<file path="config.mk">
export PLATFORM = sky130hd
export DESIGN_NAME = mc_bus_bridge
export DESIGN_NICKNAME = d
export VERILOG_FILES = /design/src/rtl/mc_bus_pkg.sv /design/src/rtl/mc_strobe_filter.sv /design/src/rtl/mc_bus_bridge.sv
export SDC_FILE = /design/constraint.sdc
export NUM_CORES = 1
export LEC_CHECK = 0
export ABC_AREA = 1
export BUFFER_PORTS_ARGS = -buffer_cell sky130_fd_sc_hd__buf_2
export CORE_MARGIN = 2
export CORE_UTILIZATION = 30
export CTS_CLUSTER_SIZE = 24
export DETAILED_ROUTE_END_ITERATION = 8
export HOLD_SLACK_MARGIN = 0.12
export SYNTH_ARGS = -nofsm -noshare
export SYNTH_HDL_FRONTEND = slang
export SYNTH_SLANG_ARGS = --single-unit
</file>
<file path="constraint.sdc">
create_clock -name clock -period 4.11 [get_ports clock]
set_input_delay 0.6165 -clock clock [delete_from_list [all_inputs] [get_ports clock]]
set_output_delay 0.6165 -clock clock [all_outputs]
set_load 0.02 [all_outputs]
</file>
<file path="src/rtl/mc_bus_pkg.sv">
// Shared types and constants for the MCU parallel bus bridge.
// Holds the bridge state encoding, default widths and the strobe active level.
package mc_bus_pkg;

    localparam int unsigned MC_DATA_WIDTH_DEF = 16;
    localparam int unsigned MC_ADD_WIDTH_DEF  = 6;
    localparam int unsigned FILTER_CYCLES_DEF = 2;
    localparam int unsigned FILTER_CNT_W      = 4;

    localparam logic STROBE_ACTIVE   = 1'b0;
    localparam logic STROBE_INACTIVE = 1'b1;

    typedef enum logic [1:0] {
        ST_IDLE      = 2'd0,
        ST_WRITE     = 2'd1,
        ST_READ      = 2'd2,
        ST_WAIT_IDLE = 2'd3
    } state_e;

    // Read access sub-phases: strobe issued, register data landing, data held on pad.
    typedef enum logic [1:0] {
        RD_ISSUE   = 2'd0,
        RD_CAPTURE = 2'd1,
        RD_HOLD    = 2'd2
    } rd_phase_e;

    function automatic logic is_active(input logic strobe);
        return strobe == STROBE_ACTIVE;
    endfunction

endpackage

</file>
<file path="src/rtl/mc_strobe_filter.sv">
// Two-flop synchroniser plus run-length glitch filter for one asynchronous strobe.
// The filtered output only follows the synchronised input after FILTER_CYCLES agreeing samples.
module mc_strobe_filter
    import mc_bus_pkg::*;
#(
    parameter int unsigned FILTER_CYCLES = FILTER_CYCLES_DEF,
    parameter logic        RESET_VAL     = STROBE_INACTIVE
) (
    input  logic clock,
    input  logic reset,
    input  logic strobe_i,
    output logic strobe_o
);

    logic                    sync1_q;
    logic                    sync2_q;
    logic                    filt_q;
    logic                    filt_d;
    logic [FILTER_CNT_W-1:0] cnt_q;
    logic [FILTER_CNT_W-1:0] cnt_d;

    // Count consecutive disagreeing samples; any agreement restarts the run.
    always_comb begin
        filt_d = filt_q;
        cnt_d  = '0;
        if (sync2_q != filt_q) begin
            if (cnt_q == FILTER_CNT_W'(FILTER_CYCLES - 1)) begin
                filt_d = sync2_q;
            end else begin
                cnt_d = cnt_q + FILTER_CNT_W'(1);
            end
        end
    end

    always_ff @(posedge clock or posedge reset) begin
        if (reset) begin
            sync1_q <= RESET_VAL;
            sync2_q <= RESET_VAL;
            filt_q  <= RESET_VAL;
            cnt_q   <= '0;
        end else begin
            sync1_q <= strobe_i;
            sync2_q <= sync1_q;
            filt_q  <= filt_d;
            cnt_q   <= cnt_d;
        end
    end

    assign strobe_o = filt_q;

endmodule

</file>
<file path="src/rtl/mc_bus_bridge.sv">
// Bridge from the MCU asynchronous parallel bus to single-cycle register strobes.
// Writes commit on the write-enable rising edge; reads issue one strobe and drive registered data.
module mc_bus_bridge
    import mc_bus_pkg::*;
#(
    parameter int unsigned MC_DATA_WIDTH = MC_DATA_WIDTH_DEF,
    parameter int unsigned MC_ADD_WIDTH  = MC_ADD_WIDTH_DEF,
    parameter int unsigned FILTER_CYCLES = FILTER_CYCLES_DEF
) (
    input  logic                     clock,
    input  logic                     reset,
    input  logic                     mc_ce,
    input  logic                     mc_we,
    input  logic                     mc_oe,
    input  logic [MC_ADD_WIDTH-1:0]  mc_add,
    input  logic [MC_DATA_WIDTH-1:0] mc_data_i,
    output logic [MC_DATA_WIDTH-1:0] mc_data_o,
    output logic                     mc_data_oe,
    output logic [MC_ADD_WIDTH-1:0]  reg_addr,
    output logic [MC_DATA_WIDTH-1:0] reg_wdata,
    output logic                     reg_wr,
    output logic                     reg_rd,
    input  logic [MC_DATA_WIDTH-1:0] reg_rdata,
    output logic                     bus_err
);

    logic fce;
    logic fwe;
    logic foe;

    mc_strobe_filter #(.FILTER_CYCLES(FILTER_CYCLES), .RESET_VAL(STROBE_INACTIVE)) u_ce_filt (
        .clock    (clock),
        .reset    (reset),
        .strobe_i (mc_ce),
        .strobe_o (fce)
    );

    mc_strobe_filter #(.FILTER_CYCLES(FILTER_CYCLES), .RESET_VAL(STROBE_INACTIVE)) u_we_filt (
        .clock    (clock),
        .reset    (reset),
        .strobe_i (mc_we),
        .strobe_o (fwe)
    );

    mc_strobe_filter #(.FILTER_CYCLES(FILTER_CYCLES), .RESET_VAL(STROBE_INACTIVE)) u_oe_filt (
        .clock    (clock),
        .reset    (reset),
        .strobe_i (mc_oe),
        .strobe_o (foe)
    );

    // Address and data only need plain synchronisers; the strobe filter gives them time to settle.
    logic [MC_ADD_WIDTH-1:0]  addr_s1_q;
    logic [MC_ADD_WIDTH-1:0]  addr_s2_q;
    logic [MC_DATA_WIDTH-1:0] data_s1_q;
    logic [MC_DATA_WIDTH-1:0] data_s2_q;

    always_ff @(posedge clock or posedge reset) begin
        if (reset) begin
            addr_s1_q <= '0;
            addr_s2_q <= '0;
            data_s1_q <= '0;
            data_s2_q <= '0;
        end else begin
            addr_s1_q <= mc_add;
            addr_s2_q <= addr_s1_q;
            data_s1_q <= mc_data_i;
            data_s2_q <= data_s1_q;
        end
    end

    state_e                   state_q;
    state_e                   state_d;
    rd_phase_e                rd_phase_q;
    rd_phase_e                rd_phase_d;
    logic [MC_ADD_WIDTH-1:0]  reg_addr_q;
    logic [MC_ADD_WIDTH-1:0]  reg_addr_d;
    logic [MC_DATA_WIDTH-1:0] reg_wdata_q;
    logic [MC_DATA_WIDTH-1:0] reg_wdata_d;
    logic                     reg_wr_q;
    logic                     reg_wr_d;
    logic                     reg_rd_q;
    logic                     reg_rd_d;
    logic                     bus_err_q;
    logic                     bus_err_d;
    logic [MC_DATA_WIDTH-1:0] data_o_q;
    logic [MC_DATA_WIDTH-1:0] data_o_d;
    logic                     data_oe_q;
    logic                     data_oe_d;

    logic ce_act;
    logic we_act;
    logic oe_act;

    assign ce_act = is_active(fce);
    assign we_act = is_active(fwe);
    assign oe_act = is_active(foe);

    // Access sequencing; pulses default low so each access yields at most one strobe.
    always_comb begin
        state_d     = state_q;
        rd_phase_d  = rd_phase_q;
        reg_addr_d  = reg_addr_q;
        reg_wdata_d = reg_wdata_q;
        reg_wr_d    = 1'b0;
        reg_rd_d    = 1'b0;
        bus_err_d   = 1'b0;
        data_o_d    = data_o_q;
        data_oe_d   = 1'b0;

        case (state_q)
            ST_IDLE: begin
                if (ce_act) begin
                    if (we_act && oe_act) begin
                        bus_err_d = 1'b1;
                        state_d   = ST_WAIT_IDLE;
                    end else if (we_act) begin
                        reg_addr_d  = addr_s2_q;
                        reg_wdata_d = data_s2_q;
                        state_d     = ST_WRITE;
                    end else if (oe_act) begin
                        reg_rd_d   = 1'b1;
                        reg_addr_d = addr_s2_q;
                        rd_phase_d = RD_ISSUE;
                        state_d    = ST_READ;
                    end
                end
            end

            // Commit uses the values captured one cycle before the write-enable release.
            ST_WRITE: begin
                if (oe_act) begin
                    bus_err_d = 1'b1;
                    state_d   = ST_WAIT_IDLE;
                end else if (!ce_act) begin
                    state_d = ST_IDLE;
                end else if (!we_act) begin
                    reg_wr_d = 1'b1;
                    state_d  = ST_IDLE;
                end else begin
                    reg_addr_d  = addr_s2_q;
                    reg_wdata_d = data_s2_q;
                end
            end

            // Register data arrives the cycle after the read strobe and is held until release.
            ST_READ: begin
                if (we_act) begin
                    bus_err_d = 1'b1;
                    state_d   = ST_WAIT_IDLE;
                end else if (!oe_act || !ce_act) begin
                    state_d = ST_IDLE;
                end else begin
                    case (rd_phase_q)
                        RD_ISSUE: begin
                            rd_phase_d = RD_CAPTURE;
                        end
                        RD_CAPTURE: begin
                            data_o_d   = reg_rdata;
                            data_oe_d  = 1'b1;
                            rd_phase_d = RD_HOLD;
                        end
                        default: begin
                            data_oe_d = 1'b1;
                        end
                    endcase
                end
            end

            ST_WAIT_IDLE: begin
                if (!we_act && !oe_act) begin
                    state_d = ST_IDLE;
                end
            end

            default: begin
                state_d = ST_IDLE;
            end
        endcase
    end

    always_ff @(posedge clock or posedge reset) begin
        if (reset) begin
            state_q     <= ST_IDLE;
            rd_phase_q  <= RD_ISSUE;
            reg_addr_q  <= '0;
            reg_wdata_q <= '0;
            reg_wr_q    <= 1'b0;
            reg_rd_q    <= 1'b0;
            bus_err_q   <= 1'b0;
            data_o_q    <= '0;
            data_oe_q   <= 1'b0;
        end else begin
            state_q     <= state_d;
            rd_phase_q  <= rd_phase_d;
            reg_addr_q  <= reg_addr_d;
            reg_wdata_q <= reg_wdata_d;
            reg_wr_q    <= reg_wr_d;
            reg_rd_q    <= reg_rd_d;
            bus_err_q   <= bus_err_d;
            data_o_q    <= data_o_d;
            data_oe_q   <= data_oe_d;
        end
    end

    assign reg_addr   = reg_addr_q;
    assign reg_wdata  = reg_wdata_q;
    assign reg_wr     = reg_wr_q;
    assign reg_rd     = reg_rd_q;
    assign bus_err    = bus_err_q;
    assign mc_data_o  = data_o_q;
    assign mc_data_oe = data_oe_q;

endmodule

</file>
==> results of run 1 <==
synthesized netlist by cell type, drive strengths merged:
| library cell | instances | area share, % |
|---|---|---|
| dfrtp | 102 | 64 |
| nand2 | 96 | 9.4 |
| nand3 | 37 | 4.8 |
| inv | 32 | 3.0 |
| nor2 | 28 | 3.5 |
| o21ai | 24 | 3.0 |
| dfstp | 9 | 6.0 |
| buf | 6 | 1.4 |
| ha | 4 | 1.3 |
| a21oi | 3 | 0.38 |
| clkbuf | 3 | 0.79 |
| xnor2 | 3 | 0.66 |
| xor2 | 3 | 0.66 |
| o21a | 2 | 0.38 |
| nor3 | 1 | 0.13 |
| nor3b | 1 | 0.19 |
worst max path at each step:
stage,startpoint,slack (ns),end
floorplan,reset,0.58,addr_s1_q[0]
global placement,u_we_filt.strobe_o,2.07,mc_data_o[7]
detailed placement,u_we_filt.strobe_o,1.91,mc_data_o[2]
CTS,u_we_filt.strobe_o,1.89,mc_data_o[2]
global route,u_we_filt.strobe_o,1.56,mc_data_o[2]
finish,u_we_filt.strobe_o,1.93,mc_data_o[14]
flip-flops by register name (all words and copies together), names as in the netlist, 4 cells and up:
register         count
data_s1_q           16
reg_addr             6
u_we_filt.cnt_q      4
u_oe_filt.cnt_q      4
addr_s1_q            6
reg_wdata           16
data_s2_q           16
u_ce_filt.cnt_q      4
addr_s2_q            6
mc_data_o           16
power groups by stage:
stage	clock [mW]	sequential [mW]	combinational [mW]
after floorplan	0	1.78	0.768
after global placement	0	1.59	1.25
after detailed placement	0	1.60	1.28
after CTS	0.939	1.58	1.28
after global routing	0.979	1.62	1.42
final	0.900	1.58	1.25
layer usage:
layer  wire length, um  share of wire [%]  track usage (%)  up-vias
li1                  -                  -                -     1277
met1              3350                 45             14.1     1208
met2              3650                 49             18.1       67
met3               281                3.8             2.92        5
met4                95                1.3             4.69        0
met5                 0                  0                0        -
stage by stage:
step                      hold slack [ns]  power (mW)  utilization [%]  instance area, sq um  setup slack, ns
after floorplan                     0.331        2.55                -                  3960            0.578
after global placement              0.334        2.85             35.4                  4520             2.07
after detailed placement            0.335        2.88             35.4                  4520             1.91
after CTS                           0.340        3.80             37.9                  4840             1.89
after global routing                0.343        4.02             37.9                  4840             1.56
final                               0.349        3.74             37.9                  4840             1.93
cell type report:
type / instances / area, sq um / share of cell area [%]
clock buffers: 10 / 239 / 4.94
flip-flops and latches: 111 / 2790 / 57.7
inverters: 32 / 123 / 2.53
well taps: 172 / 215 / 4.45
multi-input cells: 202 / 967 / 20.0
repair buffers: 85 / 428 / 8.85
clock inverters: 6 / 76.3 / 1.58
logic make-up after synthesis:
kind of cell | Yosys count | share of synthesized area (%)
and+or+nand+nor | 163 | 18.0
buffers and inverters | 41 | 5.21
xor gates and xnor gates | 6 | 1.33
AOI/OAI and AO/OA | 29 | 3.79
adders and majority gates | 4 | 1.26
DFF | 111 | 70.4
critical path: cells and delay by family, from the launching register on:
| kind | cells | cell delay, ns |
|---|---|---|
| buf+inv | 1 | 0.12 |
| simple gates | 2 | 0.85 |
| flops | 1 | 0.67 |
| compound gates | 1 | 0.44 |
==> qor.yml, run 1 <==
power:
  p_per_area_nw_per_um2: 772
  swShare_pct: 38.8
  clockPowerShare_pct: 24.1
  switching_power_mw: 1.45
  internal-power_mw: 2.29
  vdd.ir_drop.worst_mv: 0.340
  pwr-share-comb_pct: 33.6
  p_leak_nw: 2.50
  pwr-share-seq_pct: 42.4
timing:
  clock_skew_ns: 0.00528
  slew_headroom_pct: 31.1
  finalSetupViolCount: 0
  hold_viol: 0
  drv_slew: 0
  min_period_ns: 2.18
  worst_pin_slew_ns: 1.03
  period_share_pct: 53.0
  setup_tns_ns: 0
  fmax_mhz: 459
  grt_setup_unrepaired: "false"
clock_tree:
  cts_hold_buf: 0
  post_cts_buffers: 0
  path_clk_slew_ns: 0.07
  htreeDepth: 3
  cts_sinks: 111
  cts_buffers: 9
  root_buffer: "clkbuf_16"
  clk_path_buf_depth: 2
  post_cts_resized: 0
  insertion_delay_ns: 0.34
  cts_tree: "yes"
setup_path:
  worstSetupStartpointType: "register"
  worstSetupPathType: "register to register"
  crit_chain: "inv_1 -> nor3_1 -> nand3_1 -> o21ai_0"
  required_ns: 4.35
  slowest_stage: "nand3_1"
  crit_path_end_kind: "register"
  worst-r2r-setup-slack_ns: 1.93
  cp_data_arrival_time_ns: 2.42
  ff2ff_path_depth: 4
  path_max_fanout: 33
  slowest_delay_ns: 0.69
  reg2reg_to: "mc_data_o[14]"
  r2r-start: "u_we_filt.strobe_o"
floorplanning:
  num_io_pins: 85
  die_area_sq_um: 14100
  floorplan.rows: 41
  start_util_pct: 31.0
  die_x_um: 119
  core-area_sq_um: 12800
  die_h_um: 119
hold_path:
  min_to: "data_s2_q[3]"
  hold_class: "register to register"
  hold_start: "data_s1_q[3]"
  hold_depth: 0
logic_synthesis:
  ys_warn_count: 0
  synthCells: 354
  synthesis.area_sq_um: 3960
  synth_seq_cells: 111
  synth_seq_area_share_pct: 70.4
  synthDistinctLibCells: 25
  synth_fp_nets: 401
  synth.avg_cell_area_sq_um: 11.2
cells_and_area:
  drive_gt1_share_pct: 26.9
  nNetsFinal: 488
  final_common_cell: "dfrtp_1"
  instances_no_fill: 618
  diodes: 0
  areaGrowthSynthToFinish_pct: 22.1
  mostFrequentLayoutCells: "dfrtp_1 (102), nand2_1 (93), buf_2 (84)"
  fillers: 1282
route:
  drt_wl_total_mm: 7.37
  num_vias: 2557
  drcViolationCount: 0
  viasPerCell: 4.14
  firstDrtPassIters: 5
  wire_per_inst_um: 11.9
  drt_iter0_markers: 158
  drtAntennaViolNets: 0
placed_design:
  placed_cells: 602
  place_congestion: 0.835
  port_buffers: 84
  dpl.hpwl_mm: 5.07
global_route:
  grt_pass1_wl_mm: 12.5
  grt_pass1_vias: 2533
  gr-total-overflow: 0
  grtUsageTotal_pct: 11.1
  grt_max_degree: 88
  antenna_found_initial: 0
status:
  status: "complete, no violations"
run:
  maxCapViolCount: 0
Note: power is estimated with default switching activity, not from simulation.
==> run 2, diff against run 1 <==
--- a/config.mk
+++ b/config.mk
@@ -5,7 +5,7 @@
 export SDC_FILE = /design/constraint.sdc
 export NUM_CORES = 1
 export LEC_CHECK = 0
-export ABC_AREA = 1
+export ABC_AREA = 0
 export BUFFER_PORTS_ARGS = -buffer_cell sky130_fd_sc_hd__buf_2
 export CORE_MARGIN = 2
 export CORE_UTILIZATION = 30
==> constraint.sdc (replaced) <==
create_clock -name clock -period 1.9 [get_ports clock]
set_input_delay 0.285 -clock clock [delete_from_list [all_inputs] [get_ports clock]]
set_output_delay 0.285 -clock clock [all_outputs]
set_load 0.02 [all_outputs]
==> qor.yml, run 2 <==
status:
  status: "complete, no violations"  # unchanged
global_route:
  grt_pass1_wl_mm: 10.3  # was 12.5 mm
  grt_max_degree: 58  # was 88
  grtUsageTotal_pct: 9.94  # was 11.1%
  gr-total-overflow: 0  # unchanged
  antenna_found_initial: 0  # unchanged
  grt_pass1_vias: 2151  # was 2533
route:
  drcViolationCount: 0  # unchanged
  drt_wl_total_mm: 6.55  # was 7.37 mm
  drtAntennaViolNets: 0  # unchanged
  viasPerCell: 4.07  # was 4.14
  firstDrtPassIters: 4  # was 5
  num_vias: 2163  # was 2557
  wire_per_inst_um: 12.3  # was 11.9 um
  drt_iter0_markers: 116  # was 158
setup_path:
  path_max_fanout: 16  # was 33
  required_ns: 2.13  # was 4.35 ns
  slowest_stage: "dfrtp_1"  # was nand3_1
  cp_top_family: "simple AND/OR/NAND/NOR gates"  # unchanged
  worstSetupStartpointType: "register"  # unchanged
  crit_chain: "nor4b_4 -> nand4b_4 -> mux2_4"  # was inv_1 -> nor3_1 -> nand3_1 -> o21ai_0
  cp_data_arrival_time_ns: 1.96  # was 2.42 ns
  critPathBufInv: 0  # was 1
  worstSetupPathType: "register to register"  # unchanged
  slowest_delay_ns: 0.49  # was 0.69 ns
  crit_path_end_kind: "register"  # unchanged
clock_tree:
  cts_tree: "yes"  # unchanged
  htreeDepth: 3  # unchanged
  insertion_delay_ns: 0.35  # was 0.34 ns
  post_cts_resized: 0  # unchanged
  cts_buffers: 9  # unchanged
  clk_path_buf_depth: 2  # unchanged
  path_clk_slew_ns: 0.07  # about the same
  root_buffer: "clkbuf_16"  # unchanged
  cts_sinks: 111  # unchanged
cells_and_area:
  fillers: 1193  # was 1282
  areaGrowthSynthToFinish_pct: 32.8  # was 22.1%
  drive_gt1_share_pct: 44.2  # was 26.9%
  diodes: 0  # unchanged
  nNetsFinal: 402  # was 488
  mostFrequentLayoutCells: "dfrtp_1 (102), buf_2 (84), mux2_2 (31)"  # was dfrtp_1 (102), nand2_1 (93), buf_2 (84)
  final_common_cell: "dfrtp_1"  # unchanged
floorplanning:
  die_x_um: 117  # was 119 um
  die_area_sq_um: 13700  # was 14100 sq um
  core-area_sq_um: 12500  # was 12800 sq um
  num_io_pins: 85  # unchanged
  start_util_pct: 30.5  # was 31.0%
  die_h_um: 117  # was 119 um
  floorplan.rows: 41  # unchanged
timing:
  min_period_ns: 1.73  # was 2.18 ns
  worst_pin_slew_ns: 0.499  # was 1.03 ns
  finalSetupViolCount: 0  # unchanged
  grt_setup_unrepaired: "false"  # unchanged
  fmax_mhz: 576  # was 459 MHz
  drv_slew: 0  # unchanged
  clock_skew_ns: 0.00828  # was 0.00528 ns
  period_share_pct: 91.3  # was 53.0%
  slew_headroom_pct: 66.5  # was 31.1%
  setup_tns_ns: 0  # unchanged
  hold_viol: 0  # unchanged
placed_design:
  port_buffers: 84  # unchanged
  dpl.hpwl_mm: 4.40  # was 5.07 mm
  place_congestion: 0.726  # was 0.835
logic_synthesis:
  synthDistinctLibCells: 30  # was 25
  synth_area_leaders: "dfrtp_1 (67%), mux2_2 (9.1%), dfstp_2 (6.2%), mux2_4 (3.9%), nor2_1 (1.8%)"  # was dfrtp_1 (64%), nand2_1 (8.8%), dfstp_2 (6.0%), nand3_1 (4.5%), o21ai_0 (3.0%)
  synthesis.area_sq_um: 3820  # was 3960 sq um
  synth.avg_cell_area_sq_um: 16.3  # was 11.2 sq um
  synth.largest_area_cell: "dfrtp_1"  # unchanged
  synth-async-reset-ratio_pct: 100  # unchanged
  synth_common_cells: "dfrtp_1 (102), mux2_2 (31), nor2_1 (18)"  # was dfrtp_1 (102), nand2_1 (93), nand3_1 (36)
  synth_seq_cells: 111  # unchanged
  ys_warn_count: 0  # unchanged
  synth_fp_nets: 282  # was 401
  synth_edf_count: 0  # unchanged
  synthCells: 235  # was 354
  ys.flop_type: "dfrtp_1"  # unchanged
  yosysTopAreaCellShare_pct: 66.8  # was 64.4%
  synth.most_common_cell: "dfrtp_1"  # unchanged
  synth_seq_area_share_pct: 73.0  # was 70.4%
run:
  maxCapViolCount: 0  # unchanged
power:
  vdd.ir_drop.worst_mv: 0.652  # was 0.340 mV
  p_per_area_nw_per_um2: 1520  # was 772 nW/um^2
  power_mw: 7.73  # was 3.74 mW
  p_leak_nw: 2.40  # was 2.50 nW
hold_path:
  hold_class: "primary input to register"  # was register to register
## run 2: cell types whose count changed after synthesis, moves of 3 or more
cell	before	now
nand2b_1	0	3
o21ai_0	24	3
mux2_2	0	31
buf_2	2	5
nor2b_1	0	3
nand3_1	36	3
a21o_1	0	3
inv_1	31	6
mux2_4	0	10
nand2_1	93	6
nor2_1	24	18
## run 2: cell families after synthesis
| group | Yosys count | share of synthesized area, % |
|---|---|---|
| DFF | 111 | 73.0 |
| muxes | 41 | 13.1 |
| buffers and inverters | 14 | 2.03 |
| AOI/OAI and AO/OA | 14 | 2.39 |
| xor gates and xnor gates | 9 | 2.06 |
| adders and majority gates | 4 | 1.31 |
| and+or+nand+nor | 42 | 6.19 |
## run 2: metal layers
layer,routed length (um),share of wire [%],up-vias,GRT usage (%)
li1,-,-,1028,-
met1,2980,45,1076,12.6
met2,3180,49,49,15.6
met3,288,4.4,10,3.55
met4,104,1.6,0,4.00
met5,0,0,-,0
## run 2: final timing paths
kind,slack [ns],cells after the start,end,startpoint
setup / recovery,0.17,3,mc_data_o[0],state_q[0]
hold / removal,0.17,2,mc_data_o[14],reg_rdata[14]
setup reg to reg,0.17,3,mc_data_o[0],state_q[0]
hold reg to reg,0.35,0,data_s2_q[8],data_s1_q[8]
max in group asynchronous,0.76,4,u_ce_filt.strobe_o,reset
min in group asynchronous,0.52,3,mc_data_o[15],reset
## run 2: area by class of cell
type                       count  area [sq um]  share of cell area [%]
sequential                   111          2790                    55.0
inverter                       6          26.3                   0.518
timing repair buffer         117           758                    14.9
clock inverter                 6           101                    2.00
multi-input combinational    110           956                    18.8
tap                          172           215                    4.24
clock buffer                  10           229                    4.51
## run 2: repair_timing
action	4_1_cts	5_1_grt
setup buffers	0	0
hold endpoints to repair	41	0
hold buffers	26	0
## run 2: stage by stage
stage / utilization [%] / hold WS (ns) / setup slack (ns) / cells / area (sq um)
after global routing: 40.5 / 0.151 / 0.0839 / 532 / 5070
after floorplan: - / 0.289 / 0.110 / 235 / 3830
final: 40.5 / 0.169 / 0.165 / 532 / 5070
after CTS: 40.5 / 0.154 / 0.144 / 532 / 5070
after detailed placement: 35.8 / 0.329 / 0.158 / 490 / 4480
after global placement: 35.8 / 0.326 / 0.191 / 490 / 4480
## run 2: report_power, final
part           internal (mW)  switching (mW)
combinational           1.09            1.19
sequential              3.00           0.413
clock                   1.18           0.850
